==> config.mk <==
export PLATFORM = sky130hd
export DESIGN_NAME = ccip_rd_arbiter
export DESIGN_NICKNAME = d
export VERILOG_FILES = /design/src/rtl/ccip_rd_arbiter.sv
export SDC_FILE = /design/constraint.sdc
export NUM_CORES = 1
export LEC_CHECK = 0
export CAP_MARGIN = 20
export CORE_AREA = 2 2 493 495
export CTS_CLUSTER_DIAMETER = 80
export DETAILED_ROUTE_END_ITERATION = 12
export DIE_AREA = 0 0 495 497
export MAX_ROUTING_LAYER = met4
export PLACE_DENSITY_LB_ADDON = 0.15
export SKIP_CTS_REPAIR_TIMING = 1
export SLEW_MARGIN = 10
export SYNTH_ARGS = -nofsm -noshare
export SYNTH_HDL_FRONTEND = slang
export SYNTH_SLANG_ARGS = --single-unit
==> constraint.sdc <==
create_clock -name clk -period 27.3 [get_ports clk]
set_input_delay 5.46 -clock clk [delete_from_list [all_inputs] [get_ports clk]]
set_output_delay 5.46 -clock clk [all_outputs]
set_load 0.01 [all_outputs]
==> src/rtl/ccip_rd_arbiter.sv <==
// rtl/ccip_rd_arbiter.sv - round-robin arbiter for the CCI-P c0 read-request channel
//
// Shares the c0 read-request channel between NUM_REQS requesters. Requesters
// are granted round-robin. The requester index is stamped into mdata above
// the requester tag. Read responses are routed back by decoding that index.
// Each requester has its own outstanding-read count. Once a requester reaches
// MAX_OUTSTANDING it is not granted, so it cannot starve the others.
//
// Optional feature: define CCIP_RD_ARB_PERF_EN to build the almost-full
// stall counter. Without it, stall_cycles is tied to zero.
//
// Ports:
//   clk, reset          clock; asynchronous active-high reset
//   req_valid/addr/tag  per-requester read requests (flattened vectors)
//   req_ready           combinational grant, one bit per requester
//   c0_almfull          channel almost-full; blocks new grants
//   c0_tx_valid/addr/mdata   registered c0 read request to the channel
//   c0_rx_rspvalid/mdata/data  c0 read response from the channel
//   rsp_valid/tag/data  registered, routed response (one-hot strobe)
//   outstanding         per-requester in-flight count, 5 bits each
//   err                 sticky: a response with a bad index or zero count
//   stall_cycles        cycles spent with almfull and a pending request

module ccip_rd_arbiter #(
    parameter int NUM_REQS        = 2,
    parameter int ADDR_WIDTH      = 42,
    parameter int TAG_WIDTH       = 8,
    parameter int MAX_OUTSTANDING = 16
) (
    input  logic                             clk,
    input  logic                             reset,
    input  logic [NUM_REQS-1:0]              req_valid,
    input  logic [NUM_REQS*ADDR_WIDTH-1:0]   req_addr,
    input  logic [NUM_REQS*TAG_WIDTH-1:0]    req_tag,
    output logic [NUM_REQS-1:0]              req_ready,
    input  logic                             c0_almfull,
    output logic                             c0_tx_valid,
    output logic [ADDR_WIDTH-1:0]            c0_tx_addr,
    output logic [15:0]                      c0_tx_mdata,
    input  logic                             c0_rx_rspvalid,
    input  logic [15:0]                      c0_rx_mdata,
    input  logic [511:0]                     c0_rx_data,
    output logic [NUM_REQS-1:0]              rsp_valid,
    output logic [TAG_WIDTH-1:0]             rsp_tag,
    output logic [511:0]                     rsp_data,
    output logic [NUM_REQS*5-1:0]            outstanding,
    output logic                             err,
    output logic [31:0]                      stall_cycles
);

    localparam int IDX_W = (NUM_REQS > 1) ? $clog2(NUM_REQS) : 1;

    logic [IDX_W-1:0]       rr;
    logic [4:0]             cnt [NUM_REQS];

    logic [NUM_REQS-1:0]    eligible;
    logic [NUM_REQS-1:0]    grant;
    logic                   grant_any;
    logic [IDX_W-1:0]       grant_idx;
    // One bit wider than the index so rr + offset cannot wrap before the
    // explicit modulo subtraction.
    logic [IDX_W:0]         cand;

    logic [ADDR_WIDTH-1:0]  sel_addr;
    logic [TAG_WIDTH-1:0]   sel_tag;
    logic [15:0]            sel_mdata;

    logic [IDX_W-1:0]       rx_idx;
    logic [NUM_REQS-1:0]    idx_hit;
    logic [NUM_REQS-1:0]    cnt_nonzero;
    logic                   rsp_ok;
    logic                   rsp_bad;

    // The upper mdata bits are not part of the routing decode.
    logic [15:0]            unused_mdata;
    assign unused_mdata = c0_rx_mdata;

    // ------------------------------------------------------------------
    // Round-robin grant
    // ------------------------------------------------------------------
    always_comb begin
        eligible  = '0;
        grant     = '0;
        grant_any = 1'b0;
        grant_idx = '0;
        cand      = '0;
        for (int i = 0; i < NUM_REQS; i++) begin
            eligible[i] = req_valid[i] && (cnt[i] < 5'(MAX_OUTSTANDING));
        end
        if (!c0_almfull) begin
            // Walk the requesters starting at the pointer. The inner loop
            // keeps every bit select constant.
            for (int k = 0; k < NUM_REQS; k++) begin
                cand = {1'b0, rr} + (IDX_W+1)'(k);
                if (cand >= (IDX_W+1)'(NUM_REQS)) begin
                    cand = cand - (IDX_W+1)'(NUM_REQS);
                end
                for (int i = 0; i < NUM_REQS; i++) begin
                    if (!grant_any && cand == (IDX_W+1)'(i) && eligible[i]) begin
                        grant_any = 1'b1;
                        grant_idx = IDX_W'(i);
                        grant[i]  = 1'b1;
                    end
                end
            end
        end
    end

    assign req_ready = grant;

    // Select the granted requester's address and tag, then build the header.
    always_comb begin
        sel_addr  = '0;
        sel_tag   = '0;
        sel_mdata = '0;
        for (int i = 0; i < NUM_REQS; i++) begin
            if (grant[i]) begin
                sel_addr = req_addr[i*ADDR_WIDTH +: ADDR_WIDTH];
                sel_tag  = req_tag[i*TAG_WIDTH +: TAG_WIDTH];
            end
        end
        sel_mdata[TAG_WIDTH-1:0]       = sel_tag;
        sel_mdata[TAG_WIDTH +: IDX_W]  = grant_idx;
    end

    // ------------------------------------------------------------------
    // Response decode
    // ------------------------------------------------------------------
    assign rx_idx = c0_rx_mdata[TAG_WIDTH +: IDX_W];

    // An index at or above NUM_REQS matches no requester. It is therefore
    // rejected by the same path as a response to an idle requester.
    always_comb begin
        idx_hit     = '0;
        cnt_nonzero = '0;
        for (int i = 0; i < NUM_REQS; i++) begin
            idx_hit[i]     = (rx_idx == IDX_W'(i));
            cnt_nonzero[i] = (cnt[i] != 5'd0);
        end
    end

    assign rsp_ok  = c0_rx_rspvalid &&  (|(idx_hit & cnt_nonzero));
    assign rsp_bad = c0_rx_rspvalid && !(|(idx_hit & cnt_nonzero));

    // ------------------------------------------------------------------
    // Tx request register and round-robin pointer
    // ------------------------------------------------------------------
    always_ff @(posedge clk or posedge reset) begin
        if (reset) begin
            c0_tx_valid <= 1'b0;
            c0_tx_addr  <= '0;
            c0_tx_mdata <= '0;
            rr          <= '0;
        end else begin
            c0_tx_valid <= grant_any;
            if (grant_any) begin
                c0_tx_addr  <= sel_addr;
                c0_tx_mdata <= sel_mdata;
                rr          <= (grant_idx == IDX_W'(NUM_REQS-1)) ? '0
                                                                 : grant_idx + IDX_W'(1);
            end
        end
    end

    // ------------------------------------------------------------------
    // Outstanding counters
    // ------------------------------------------------------------------
    always_ff @(posedge clk or posedge reset) begin
        if (reset) begin
            for (int i = 0; i < NUM_REQS; i++) begin
                cnt[i] <= 5'd0;
            end
        end else begin
            for (int i = 0; i < NUM_REQS; i++) begin
                // A grant and a response in the same cycle cancel out.
                if (grant[i] && !(rsp_ok && idx_hit[i])) begin
                    cnt[i] <= cnt[i] + 5'd1;
                end else if (!grant[i] && rsp_ok && idx_hit[i]) begin
                    cnt[i] <= cnt[i] - 5'd1;
                end
            end
        end
    end

    always_comb begin
        outstanding = '0;
        for (int i = 0; i < NUM_REQS; i++) begin
            outstanding[i*5 +: 5] = cnt[i];
        end
    end

    // ------------------------------------------------------------------
    // Response register and sticky error
    // ------------------------------------------------------------------
    always_ff @(posedge clk or posedge reset) begin
        if (reset) begin
            rsp_valid <= '0;
            rsp_tag   <= '0;
            rsp_data  <= '0;
            err       <= 1'b0;
        end else begin
            rsp_valid <= rsp_ok ? idx_hit : '0;
            if (rsp_ok) begin
                rsp_tag  <= c0_rx_mdata[TAG_WIDTH-1:0];
                rsp_data <= c0_rx_data;
            end
            if (rsp_bad) begin
                err <= 1'b1;
            end
        end
    end

    // ------------------------------------------------------------------
    // Almost-full stall counter
    // ------------------------------------------------------------------
`ifdef CCIP_RD_ARB_PERF_EN
    always_ff @(posedge clk or posedge reset) begin
        if (reset) begin
            stall_cycles <= '0;
        end else if (c0_almfull && (|req_valid) && (stall_cycles != 32'hFFFF_FFFF)) begin
            stall_cycles <= stall_cycles + 32'd1;
        end
    end
`else
    assign stall_cycles = 32'd0;
`endif

endmodule

# Word level (Yosys, flattened, before mapping)
# Cells that the tools add are included.
# Widths: inputs -> output; s select.
dict set report op_classes {
  magnitude_cmp 4
  div_mod_pow 0
  mul 0
  n_reduce_logical 34
  bitwise 2
  shift 0
  n_mux 29
  n_addsub 8
  eq_ne 2
}
# op count
set op_table {}
lappend op_table {{$mux 42} 2}
lappend op_table {{$mux 5} 4}
lappend op_table {{$logic_and 1x1->1} 19}
lappend op_table {{$mux 8} 2}
lappend op_table {{$mux 1} 15}
lappend op_table {{$mux 2} 6}
lappend op_table {{$add 5x1->5 const B} 2}
lappend op_table {{$lt 5x5->1 const B} 2}
lappend op_table {{$reduce_bool 5->1} 2}
lappend op_table {{$sub 5x1->5 const B} 2}
lappend op_table {{$logic_not 1->1} 8}
lappend op_table {{$eq 2x1->1 const B} 2}
lappend op_table {{$logic_not 2->1} 2}
lappend op_table {{$reduce_bool 2->1} 2}
lappend op_table {{$add 1x1->2 const B} 1}
lappend op_table {{$and 2x2->2} 1}
lappend op_table {{$ge 1x2->1 const B} 1}
lappend op_table {{$ge 2x2->1 const B} 1}
lappend op_table {{$reduce_or 2->1} 1}
lappend op_table {{$sub 1x2->2 const B} 1}
lappend op_table {{$sub 2x2->2 const B} 1}
lappend op_table {{$add 1x1->1 const B} 1}
lappend op_table {{$not 1->1} 1}
dict set report totals {
  regBits 586
  ram_bits 0
  wordCells 89
  romBits 0
  in_bits 634
  memories 0
  out_inout_bits 626
  latchBits 0
}

# Logic depth before layout (Yosys ltp)
dict set report depth {
  ltp_word 27
  ltp_mapped 12
  depth_no_buf 10
}

# Worst setup path after synthesis
# No wires, ideal clock.
dict set report synth_path {
  path_type {input port to output port}
  startpoint {input req_valid[0]}
  endpoint {output req_ready[1]}
  t_required_ns 21.840
  path_stages 3
  arrival_ns 6.398
  path_slack_ns 15.442
  n_path_buf 1
  path_cell_list {nor3b_1 nor3_1 clkbuf_1}
}
dict set report synth_via {
  elab_chain_len 19
  elab_cells_between_ends 20
  classes_between {mux (9); reduce/logical (11)}
}
# item line_no
set synth_rtl {}
lappend synth_rtl {{start, declared} 32} ;# input logic [NUM_REQS-1:0] req_valid,
lappend synth_rtl {{$logic_and 1x1->1 *} 88} ;# eligible[i] = req_valid[i] && (cnt[i] < 5'(MAX_OUTSTANDING));
lappend synth_rtl {{$logic_and 1x1->1} 99} ;# if (!grant_any && cand == (IDX_W+1)'(i) && eligible[i]) begin
lappend synth_rtl {{$mux 1} 99}
lappend synth_rtl {{$mux 1} 90} ;# if (!c0_almfull) begin
lappend synth_rtl {{$logic_not 1->1} 99}
lappend synth_rtl {{$logic_and 1x1->1 (2 in series)} 99}
lappend synth_rtl {{$mux 1} 99}
lappend synth_rtl {{$mux 1} 90}
lappend synth_rtl {{$logic_not 1->1} 99}
lappend synth_rtl {{$logic_and 1x1->1 (2 in series)} 99}
lappend synth_rtl {{$mux 1} 99}
lappend synth_rtl {{$mux 1} 90}
lappend synth_rtl {{$logic_not 1->1} 99}
lappend synth_rtl {{$logic_and 1x1->1 (2 in series)} 99}
lappend synth_rtl {{$mux 1 *} 99}
lappend synth_rtl {{$mux 2 *} 90}
lappend synth_rtl {{end, declared} 35} ;# output logic [NUM_REQS-1:0] req_ready,
# Mark *: on every way between the ends. The rest lies on a longest branch, timed or not. The select of a mux whose other input is x is not followed.

# Worst setup path in the final report
dict set report layout_path {
  startpoint {input req_valid[1]}
  endpoint {output req_ready[1]}
}
dict set report layout_via {
  elab_chain_len 14
  elab_cells_between_ends 15
  classes_between {mux (7); reduce/logical (8)}
}
# item line_no
set layout_rtl {}
lappend layout_rtl {{$logic_and 1x1->1 *} 88}
lappend layout_rtl {{$logic_and 1x1->1} 99}
lappend layout_rtl {{$mux 1} 99}
lappend layout_rtl {{$mux 1} 90}
lappend layout_rtl {{$logic_not 1->1} 99}
lappend layout_rtl {{$logic_and 1x1->1 (2 in series)} 99}
lappend layout_rtl {{$mux 1} 99}
lappend layout_rtl {{$mux 1} 90}
lappend layout_rtl {{$logic_not 1->1} 99}
lappend layout_rtl {{$logic_and 1x1->1 (2 in series)} 99}
lappend layout_rtl {{$mux 1 *} 99}
lappend layout_rtl {{$mux 2 *} 90}
# Marked as above.

==> metrics <==
outcome completed; final setup margin 14470 ps; most common cell in the netlist dfrtp_1; max-cap check violation count 0; first-pass GRT wire length 169000 um; Fmax achieved 0.0780 GHz; Clk pin slew, worst setup/hold paths 50 ps; period utilization 47.0%; average wire per standard cell 21.4 um; M3 GR Usage 5.26%; top cells by area, synth dfrtp_1 (60%), mux2_4 (24%), buf_12 (3.7%); post-route cell area 0.0428 sq mm; Die X 495 um; Synth Area per Inst 17.8 sq um; Critical Path RT 21840 ps; Leakage 17.9 nW; CP Capture Type primary output; Core Area 0.240 sq mm; crit-path most repeated cell clkdlybuf4s50_1; CP startpoint kind input port; CTS tree done; Num CTS Buffers 89; CTS max path bufs 3; Crit Path Class input port to primary output; I/O pins 1260; clk_lat worst skew 710 ps; setup TNS 0 ps; DRC Markers 0; Synth top cells by count dfrtp_1 (586), mux2_4 (400), mux2_1 (78); CTS Sinks 586; met2 Use GR 17.2%; Worst VDD drop 0.0430 mV; area taken by flip-flops and latches 0.0147 sq mm; worst hold path type register to register; unrepaired setup endpoints after global routing false; Max FO, Critical Path 11; final wirelength 127000 um; DRT Pass-1 Iters 6; asr flop ratio synth 100%; Reg-to-Reg Start outstanding[6]$_DFFE_PP0P_; Cell Area, Synth 0.0246 sq mm; GRT Residual Overflow 0; Slew HR 32.7%; vias per cell 2.85; dpl hpwl 100000 um; register area share after synthesis 59.5%; setup violators final 0; pin count of the biggest net entering global routing 103; Ys Warns 0; routed via count 16900; Yosys cell types 35; Die Area 0.246 sq mm; Final Slew Violations 0; endpoints failing hold 0; fin nets 3285; # port buffers 1213; power density over the cells 79.1 mW/mm^2; gr usage total 10.2%; Synth Flop Type dfrtp_1; placed instance area 0.0398 sq mm; synthesis-to-layout area growth 73.8%; Slew @ Worst Pin 1010 ps; CP cell instances clkdlybuf4s50_1 -> nand2b_1 -> nor3_2 -> buf_4 -> clkdlybuf4s50_1; vias in the first global route 18500; post-synth top area cell dfrtp_1; fin util 17.8%; skew final 39.2 ps; post-placement cell count 5737; min Tclk post-route 12830 ps; CP max-delay cell clkdlybuf4s50_1; H-tree Lvls 3; Row Count 180; initial antenna violation count 49; dpl ws 14420 ps; post-route ant nets 0; busiest grt layer met2; Hold Crit Start err$_DFFE_PP0P_; gpl congestion 0.765; Synth top area share 59.5%; starting density of the core 10.3%; Cell Count, Final, Fillers Out 5925; Post-synth EDFFs 0; worst path bufs/invs 3; met1 usage 10.6%; Fillers 26300; initial drt markers 749; area occupied by multi-input gates 0.00853 sq mm; Yosys reg bits 586; crit-path max cell delay 610 ps; synthesized instance count 1388; Root Driver clkbuf_16; layout cells sized above 1 23.1%; Top delay family on crit path buffers and inverters; Arrival @ worst endpoint 7370 ps; Critical Path Source req_valid[1]; Die Y 497 um
sequential cells by signal, summed over array words and instances (netlist names):
register,count
rsp_tag,8
rsp_valid,2
rr,1
c0_tx_addr,42
err,1
c0_tx_valid,1
c0_tx_mdata,9
rsp_data,512
outstanding,10
placed cells by master, fill, tap and decap left out, drive strengths merged, types with 2 or more instances in the layout:
cell type and count:
clkdlybuf4s50 1213, dfrtp 586, mux2 525, clkbuf 131, inv 64, a222oi 50, conb 39, diode 30
buf 27, clkinv 11, a21o 7, ha 6, clkinvlp 6, xnor2 5, a21oi 5, nor2 5
bufinv 5, xor2 3, mux2i 2, or2 2, nand2b 2, fa 2, nand2 2, o21ai 2
final timing paths:
| check | endpoint | slack, ps | cells past startpoint |
|---|---|---|---|
| setup reg to reg | rsp_data[213]$_DFFE_PP0N_ | 21350 | 8 |
| hold / removal | err$_DFFE_PP0P_ | 460 | 1 |
| max in group asynchronous | c0_tx_addr[40]$_DFFE_PP0P_ | 17610 | 7 |
| min in group asynchronous | rsp_data[189]$_DFFE_PP0N_ | 5330 | 2 |
| setup / recovery | req_ready[1] | 14470 | 5 |
| hold reg to reg | err$_DFFE_PP0P_ | 460 | 1 |
routing by layer:
metal / routed length, um / vias up
li1: - / 7422
met1: 47400 / 8456
met2: 62400 / 889
met3: 14600 / 147
met4: 2540 / 0
met5: 0 / -
report_power, final:
group	leakage (nW)	internal, mW	total (mW)	switching, mW
clock	1.46	0.721	1.19	0.473
combinational	9.53	0.598	1.03	0.432
sequential	6.88	1.05	1.16	0.116
final cells by class:
cell class              instances  share of cell area, %
diodes                         30                  0.175
clock buffers                 131                   6.20
clock inverters                27                  0.801
inverters                      59                  0.535
multi-input cells             667                   19.9
flip-flops and latches        586                   34.2
well taps                    3185                   9.31
repair buffers               1240                   28.8
cell families (layout without fill, tap and decap cells):
logic type                 count (synthesis)  in the layout  share of synthesized area, %
buffers and inverters                    173           1457                          6.57
muxes                                    527            527                          30.2
AOI/OAI and AO/OA                         68             68                          2.60
and+or+nand+nor                           17             17                         0.401
other                                      1             69                        0.0152
DFF                                      586            586                          59.5
adders and majority gates                  8              8                         0.467
xor gates and xnor gates                   8              8                         0.284
worst reg2reg max path, delay by kind of cell, from the launching register on:
kind            cells  cell delay, ps
buf+inv             5            4040
simple gates        1             610
mux                 1             420
flops               1             410
compound gates      1             380
stage by stage:
stage / power [mW] / hold slack, ps
finish: 3.39 / 463
global route: 3.57 / 492
CTS: 3.48 / 468
detailed placement: 2.23 / 455
global placement: 2.24 / 450
floorplan: 1.61 / 474
Note: power is estimated with default switching activity, not from simulation.
